--- src/rtl/sipo_rx.sv ---
// sipo_rx: serial-in, parallel-out receiver for the 4-bit PISO serial link.
//
// Assembles W-bit words from a qualified serial stream, LSB first. A word
// starts with a bit flagged by sof and completes after W accepted bits.
// Completed words are presented on a registered bus with a one-cycle valid
// pulse. A sof arriving mid-word aborts the partial word and raises a
// one-cycle framing error pulse.
//
// Ports:
//   clk      rising-edge clock
//   rst_n    synchronous active-low reset
//   sin      serial data bit
//   sin_vld  sin carries a valid bit this cycle
//   sof      start of frame, qualified by sin_vld
//   q        last completed word (registered)
//   q_vld    one-cycle pulse, q updated on the preceding edge
//   err      one-cycle pulse, framing error (word restarted mid-word)
module sipo_rx #(
    parameter int unsigned W = 4
) (
    input  logic         clk,
    input  logic         rst_n,
    input  logic         sin,
    input  logic         sin_vld,
    input  logic         sof,
    output logic [W-1:0] q,
    output logic         q_vld,
    output logic         err
);

    localparam int unsigned CntW = $clog2(W);
    localparam logic [CntW-1:0] CntLast = CntW'(W - 1);

    typedef enum logic [0:0] {StIdle, StShift} state_e;

    state_e          state_q;
    logic [CntW-1:0] cnt_q;
    logic [W-1:0]    sreg_q;
    logic [W-1:0]    q_q;
    logic            q_vld_q;
    logic            err_q;

    // Partial word with the current bit written at position cnt_q, and a fresh
    // word holding only bit 0 for starts and restarts.
    logic [W-1:0] sreg_ins;
    logic [W-1:0] sreg_start;

    always_comb begin
        sreg_ins        = sreg_q;
        sreg_ins[cnt_q] = sin;
        sreg_start      = '0;
        sreg_start[0]   = sin;
    end

    always_ff @(posedge clk) begin
        if (!rst_n) begin
            state_q <= StIdle;
            cnt_q   <= '0;
            sreg_q  <= '0;
            q_q     <= '0;
            q_vld_q <= 1'b0;
            err_q   <= 1'b0;
        end else begin
            q_vld_q <= 1'b0;
            err_q   <= 1'b0;
            if (sin_vld) begin
                unique case (state_q)
                    StIdle: begin
                        // Bits outside a frame are dropped silently.
                        if (sof) begin
                            sreg_q  <= sreg_start;
                            cnt_q   <= CntW'(1);
                            state_q <= StShift;
                        end
                    end
                    StShift: begin
                        if (sof) begin
                            // Restart takes priority, including at the final bit.
                            err_q  <= 1'b1;
                            sreg_q <= sreg_start;
                            cnt_q  <= CntW'(1);
                        end else if (cnt_q == CntLast) begin
                            q_q     <= sreg_ins;
                            q_vld_q <= 1'b1;
                            sreg_q  <= '0;
                            cnt_q   <= '0;
                            state_q <= StIdle;
                        end else begin
                            sreg_q <= sreg_ins;
                            cnt_q  <= cnt_q + CntW'(1);
                        end
                    end
                    default: begin
                        state_q <= StIdle;
                        cnt_q   <= '0;
                    end
                endcase
            end
        end
    end

    assign q     = q_q;
    assign q_vld = q_vld_q;
    assign err   = err_q;

endmodule

--- config.mk ---
export PLATFORM = sky130hd
export DESIGN_NAME = sipo_rx
export DESIGN_NICKNAME = d
export VERILOG_FILES = /design/src/rtl/sipo_rx.sv
export SDC_FILE = /design/constraint.sdc
export NUM_CORES = 1
export LEC_CHECK = 0
export CAP_MARGIN = 5
export CORE_ASPECT_RATIO = 0.7
export CORE_UTILIZATION = 35
export CTS_CLUSTER_SIZE = 24
export DETAILED_ROUTE_END_ITERATION = 10
export GPL_ROUTABILITY_DRIVEN = 0
export PLACE_DENSITY_LB_ADDON = 0.2
export SYNTH_ARGS = -nofsm -noshare
export SYNTH_HDL_FRONTEND = slang
export SYNTH_SLANG_ARGS = --single-unit
export TNS_END_PERCENT = 50
--- constraint.sdc ---
create_clock -name clk -period 3.3 [get_ports clk]
set_clock_uncertainty 0.05 [all_clocks]
set_input_delay 0.33 -clock clk [delete_from_list [all_inputs] [get_ports clk]]
set_output_delay 0.33 -clock clk [all_outputs]
set_load 0.05 [all_outputs]
---- After elaboration in Yosys (flattened, before gate mapping) ----
Cells that the tools add are included.
cells by class
  reduce and logical (&&, ||, !) cells .... 5
  $lt $le $gt $ge ......................... 2
  bitwise operators ....................... 4
  mux-type cells .......................... 16
  add/sub/neg operators ................... 1
  equality and inequality tests ........... 2
operators with widths
  cell                                                                                 number
  4-bit 2-to-1 mux                                                                     3
  4-bit one-hot mux with 2 select lines                                                1
  2-bit 2-to-1 mux                                                                     3
  1-bit 2-to-1 mux                                                                     5
  4-bit bitwise mux                                                                    1
  1-bit inverter                                                                       4
  2-bit one-hot mux with 2 select lines                                                1
  4-bit AND reduction                                                                  1
  4-bit OR reduction                                                                   1
  2-bit by 3-bit less-than comparator with 1-bit output, second input constant         1
  3-bit AND reduction                                                                  1
  2-bit by 1-bit adder with 2-bit output, second input constant                        1
  1-bit demux with 2-bit select                                                        1
  2-bit equality test, second input constant                                           1
  2-bit by 1-bit greater-or-equal comparator with 1-bit output, second input constant  1
  2-bit != test, second input constant                                                 1
  1-bit one-hot mux with 2 select lines                                                1
  2-bit AND reduction                                                                  1
  1-bit logical AND                                                                    1
storage, ports and cells
  bits of input ports ..................... 5
  register bits ........................... 13

---- Logic depth before layout (Yosys ltp) ----
  depth in word-level cells ............... 8
  depth in mapped cells ................... 5
  mapped depth without buffers ............ 5

---- Worst setup path before layout ----
No wires, ideal clock.
  kind .................................... register -> register
  start ................................... register cnt_q[0]
  end ..................................... register sreg_q[0]
  setup time .............................. 120 ps
  period minus slack after synthesis ...... 1293 ps
  stages on the path, launching flop included .. 6
  required time ........................... 3130 ps
  path buffers ............................ 0
  setup slack ............................. 2007 ps
  arrival time ............................ 1122 ps
  cells stage by stage .................... dfxtp_1 -> inv_1 -> ha_1 -> mux2_2 -> a22oi_1 -> a21oi_1
on the way
  longest elaborated chain between the ends .. 8
  elaborated cells between the ends (all ways) .. 10
  classes of those cells .................. order compare (2); eq/ne (1); mux (6); reduce/logical (1)
ends and longest elaborated chain
  what                                                                                                                                                         RTL line  RTL
  from (decl)                                                                                                                                                  37        logic [CntW-1:0] cnt_q;
  from (signal assigned)                                                                                                                                       72        cnt_q <= CntW'(1);
  from (signal assigned)                                                                                                                                       81        cnt_q <= CntW'(1);
  from (signal assigned)                                                                                                                                       90        cnt_q <= cnt_q + CntW'(1);
  2-bit by 3-bit less-than comparator with 1-bit output (not written as such) or 2-bit by 1-bit greater-or-equal comparator with 1-bit output (tied branches)  50        sreg_ins[cnt_q] = sin;
  1-bit logical AND (not written as such)                                                                                                                      50
  1-bit 2-to-1 mux (not written as such)                                                                                                                       50
  1-bit demux with 2-bit select                                                                                                                                50
  4-bit bitwise mux                                                                                                                                            50
  4-bit 2-to-1 mux *                                                                                                                                           82        end else if (cnt_q == CntLast) begin
  4-bit 2-to-1 mux *                                                                                                                                           77        if (sof) begin
  4-bit one-hot mux with 2 select lines *                                                                                                                      67        unique case (state_q)
  to (signal assigned)                                                                                                                                         71        sreg_q <= sreg_start;
  to (signal assigned)                                                                                                                                         80        sreg_q <= sreg_start;
  to (signal assigned)                                                                                                                                         89        sreg_q <= sreg_ins;
  to (decl)                                                                                                                                                    38        logic [W-1:0] sreg_q;
Every way passes the cells marked *; elsewhere a longest branch is shown, timed or not.
A chain may end at the register's enable or synchronous reset.

---- Worst setup path after layout ----
  start ................................... register q_q[1], in the netlist q[1]
  end ..................................... output q[1]
RTL lines
  what                    RTL line  RTL
  from (decl)             39        logic [W-1:0] q_q;
  from (signal assigned)  83        q_q <= sreg_ins;
  to (decl)               26        output logic [W-1:0] q,
No word-level cell between the ends.

==> run_results.csv <==
group,metric,value,unit
sta,worstMarginPinSlew,667,ps
detailed_routing,wire_per_inst,14.2,um
cts,htreeDepth,1,
sta,final.min_clock_period,1830,ps
worst_setup_path,start_kind,"flip-flop",
cts,clock_path_buffers,2,
grt,grt_max_degree,21,
sta,drv_slew,0,
worst_setup_path,crit_required,2920,ps
final_layout,num-nets-final,92,
final_layout,final_cell_mix,"13 x dfxtp_1, 10 x clkdlybuf4s50_1, 7 x nand3_1, 7 x nand2_1, 5 x ha_1",
sta,relSlewSlack,55.4,%
place,post-dp-hpwl,973,um
place,dp_cells,98,
cts,cts_tree,"yes",
cts,post_cts_resized,0,
detailed_routing,ant_nets,0,
final_layout,final_cell_count_no_fill,102,
synth,netlist_area,679,um^2
synth,synthesis.nets,83,
worst_setup_path,crit_slowest_cell,"clkdlybuf4s50_1",
detailed_routing,remaining_drc_errors,0,
grt,grt.total_usage,16.3,%
floorplanning,rows,12,
floorplanning,start_util,40.0,%
worst_setup_path,crit_chain,"clkdlybuf4s50_1",
pwr,cellPowerDensity,376,mW/mm^2
detailed_routing,vias,561,
worst_setup_path,critPathKind,"flip-flop to primary output",
sta,hold_viol_final,0,
synth,yosysSeqAreaShare,38.3,%
detailed_routing,wirelength,1.44,mm
worst_setup_path,critPathMaxFanout,2,
worst_setup_path,slowest_delay,810,ps
floorplanning,dieArea,0.00212,mm^2
sta,tns,0,ps
cts,post_cts_buffers,0,
sta,rsz0062_at_grt,"false",
place,place_area,771,um^2
cts,cts.sinks,13,
floorplanning,core_area,0.00170,mm^2
cts,insertion_delay,280,ps
floorplanning,dieWidth,54.7,um
final_layout,utilization,47.0,%
grt,gr-total-overflow,0,
worst_hold_path,worstHoldStart,"q[2]$_SDFFE_PN0P_",
grt,grt_pass1_vias,473,
synth,synth.distinct_cells,25,
worst_setup_path,cp_top_family,"buffers and inverters",
place,io_buffers,10,
worst_setup_path,critPathCaptureType,"primary output",
cts,cts-buffers-inserted,3,
worst_setup_path,worstSetupStartpoint,"q[1]$_SDFFE_PN0P_",
final_layout,final_cell_area,797,um^2
worst_setup_path,worstPathArrival,1450,ps
grt,antenna_found_initial,0,
synth,synthCells,73,
final_layout,fill_cells,175,
detailed_routing,initialDrtViolationCount,21,
cts,clockRootBuffer,"clkbuf_4",
cts,cts_hold_buf,0,
worst_hold_path,hold_path_class,"flip-flop to flip-flop",
final_layout,antenna_cells,0,
floorplanning,dieHeight,38.9,um
cts,clk_pin_slew,80,ps
final_layout,area_growth,17.3,%
synth,ys_warn_count,0,
synth,synth_seq_cells,13,
final_layout,drive_gt1_share,6.17,%
pwr,p_leak,0.000334,uW
sta,setup_viol,0,
detailed_routing,vias_per_cell,5.50,
status,status,"completed",
worst_setup_path,r2r-start,"cnt_q[0]$_SDFFE_PN0P_",
synth,avgSynthCellArea,9.31,um^2
run,cap_violations,0,
floorplanning,io_pins,11,
sta,period_share,55.3,%
pwr,ir_drop,0.204,mV
detailed_routing,firstDrtPassIters,4,
worst_setup_path,crit_buf_inv,1,
sta,fmax,548,MHz
grt,grt_pass1_wl,2.22,mm
final_layout,final_common_cell,"dfxtp_1",
-- cells in the mapped netlist --
| cell | n | area share, % |
|---|---|---|
| nand4_1 | 3 | 2.8 |
| nor2b_1 | 3 | 2.8 |
| buf_6 | 1 | 1.7 |
| nand2_1 | 7 | 3.9 |
| mux2i_1 | 4 | 5.9 |
| dfxtp_1 | 13 | 38 |
| ha_1 | 5 | 9.2 |
| and3b_1 | 1 | 1.3 |
| nand3_1 | 7 | 5.2 |
| o21a_1 | 1 | 1.1 |
| clkbuf_2 | 1 | 0.74 |
| nor3b_1 | 1 | 1.1 |
| a22oi_1 | 3 | 3.3 |
| clkbuf_1 | 3 | 1.7 |
| buf_4 | 1 | 1.1 |
| inv_1 | 2 | 1.1 |
| nand4b_1 | 3 | 3.9 |
| and4b_1 | 1 | 1.5 |
| a21oi_1 | 2 | 1.5 |
| nor2_1 | 2 | 1.1 |
| o21ai_0 | 3 | 2.2 |
| o211a_1 | 3 | 4.4 |
| and3_1 | 1 | 0.92 |
| and4bb_2 | 1 | 1.8 |
| mux2_2 | 1 | 1.7 |
-- cell families after synthesis --
kind of cell    after synthesis  synth area share (%)
compound gates               12                  12.5
flops                        13                  38.3
fa+ha+maj                     5                  9.21
simple gates                 30                  26.2
mux                           5                  7.55
buf+inv                       8                  6.26
-- state kept, by name (all words and copies together) (netlist names) --
| name | count |
|---|---|
| state_q | 1 |
| sreg_q | 4 |
| q | 4 |
| err | 1 |
| cnt_q | 2 |
| q_vld | 1 |
-- power by group --
group	total, uW	internal [uW]	switching [uW]
combinational	32.3	14.6	17.7
clock	103	47.0	56.0
sequential	164	160	4.25
-- layout make-up --
| cell class | instances | area (um^2) | share of cell area (%) |
|---|---|---|---|
| multi-input cells | 52 | 377 | 47.3 |
| flip-flops and latches | 13 | 260 | 32.7 |
| repair buffers | 10 | 100 | 12.6 |
| clock buffers | 4 | 26.3 | 3.30 |
| well taps | 21 | 26.3 | 3.30 |
| inverters | 2 | 7.51 | 0.942 |
-- layer usage --
metal	GRT usage [%]	vias up	part of all wire, %
met5	0	-	0
met4	7.69	0	2.4
met3	8.24	5	6.7
met2	20.5	18	39
met1	22.1	256	52
li1	-	282	-
-- worst paths after layout --
check	endpoint	slack, ps	cells past startpoint
worst max-delay path	q[1]	1470	1
worst min-delay path	q[2]$_SDFFE_PN0P_	460	1
worst max register to register	q[0]$_SDFFE_PN0P_	1780	4
worst min register to register	q[2]$_SDFFE_PN0P_	460	1
-- stage by stage --
step                      total power (uW)  setup WS [ps]  hold WS, ps
final                                  300           1470          460
after global routing                   316           1420          482
after CTS                              303           1450          463
after detailed placement               199           1510          443
after global placement                 199           1540          439
after floorplan                        191           2010          424
(Power assumes the default switching activity.)
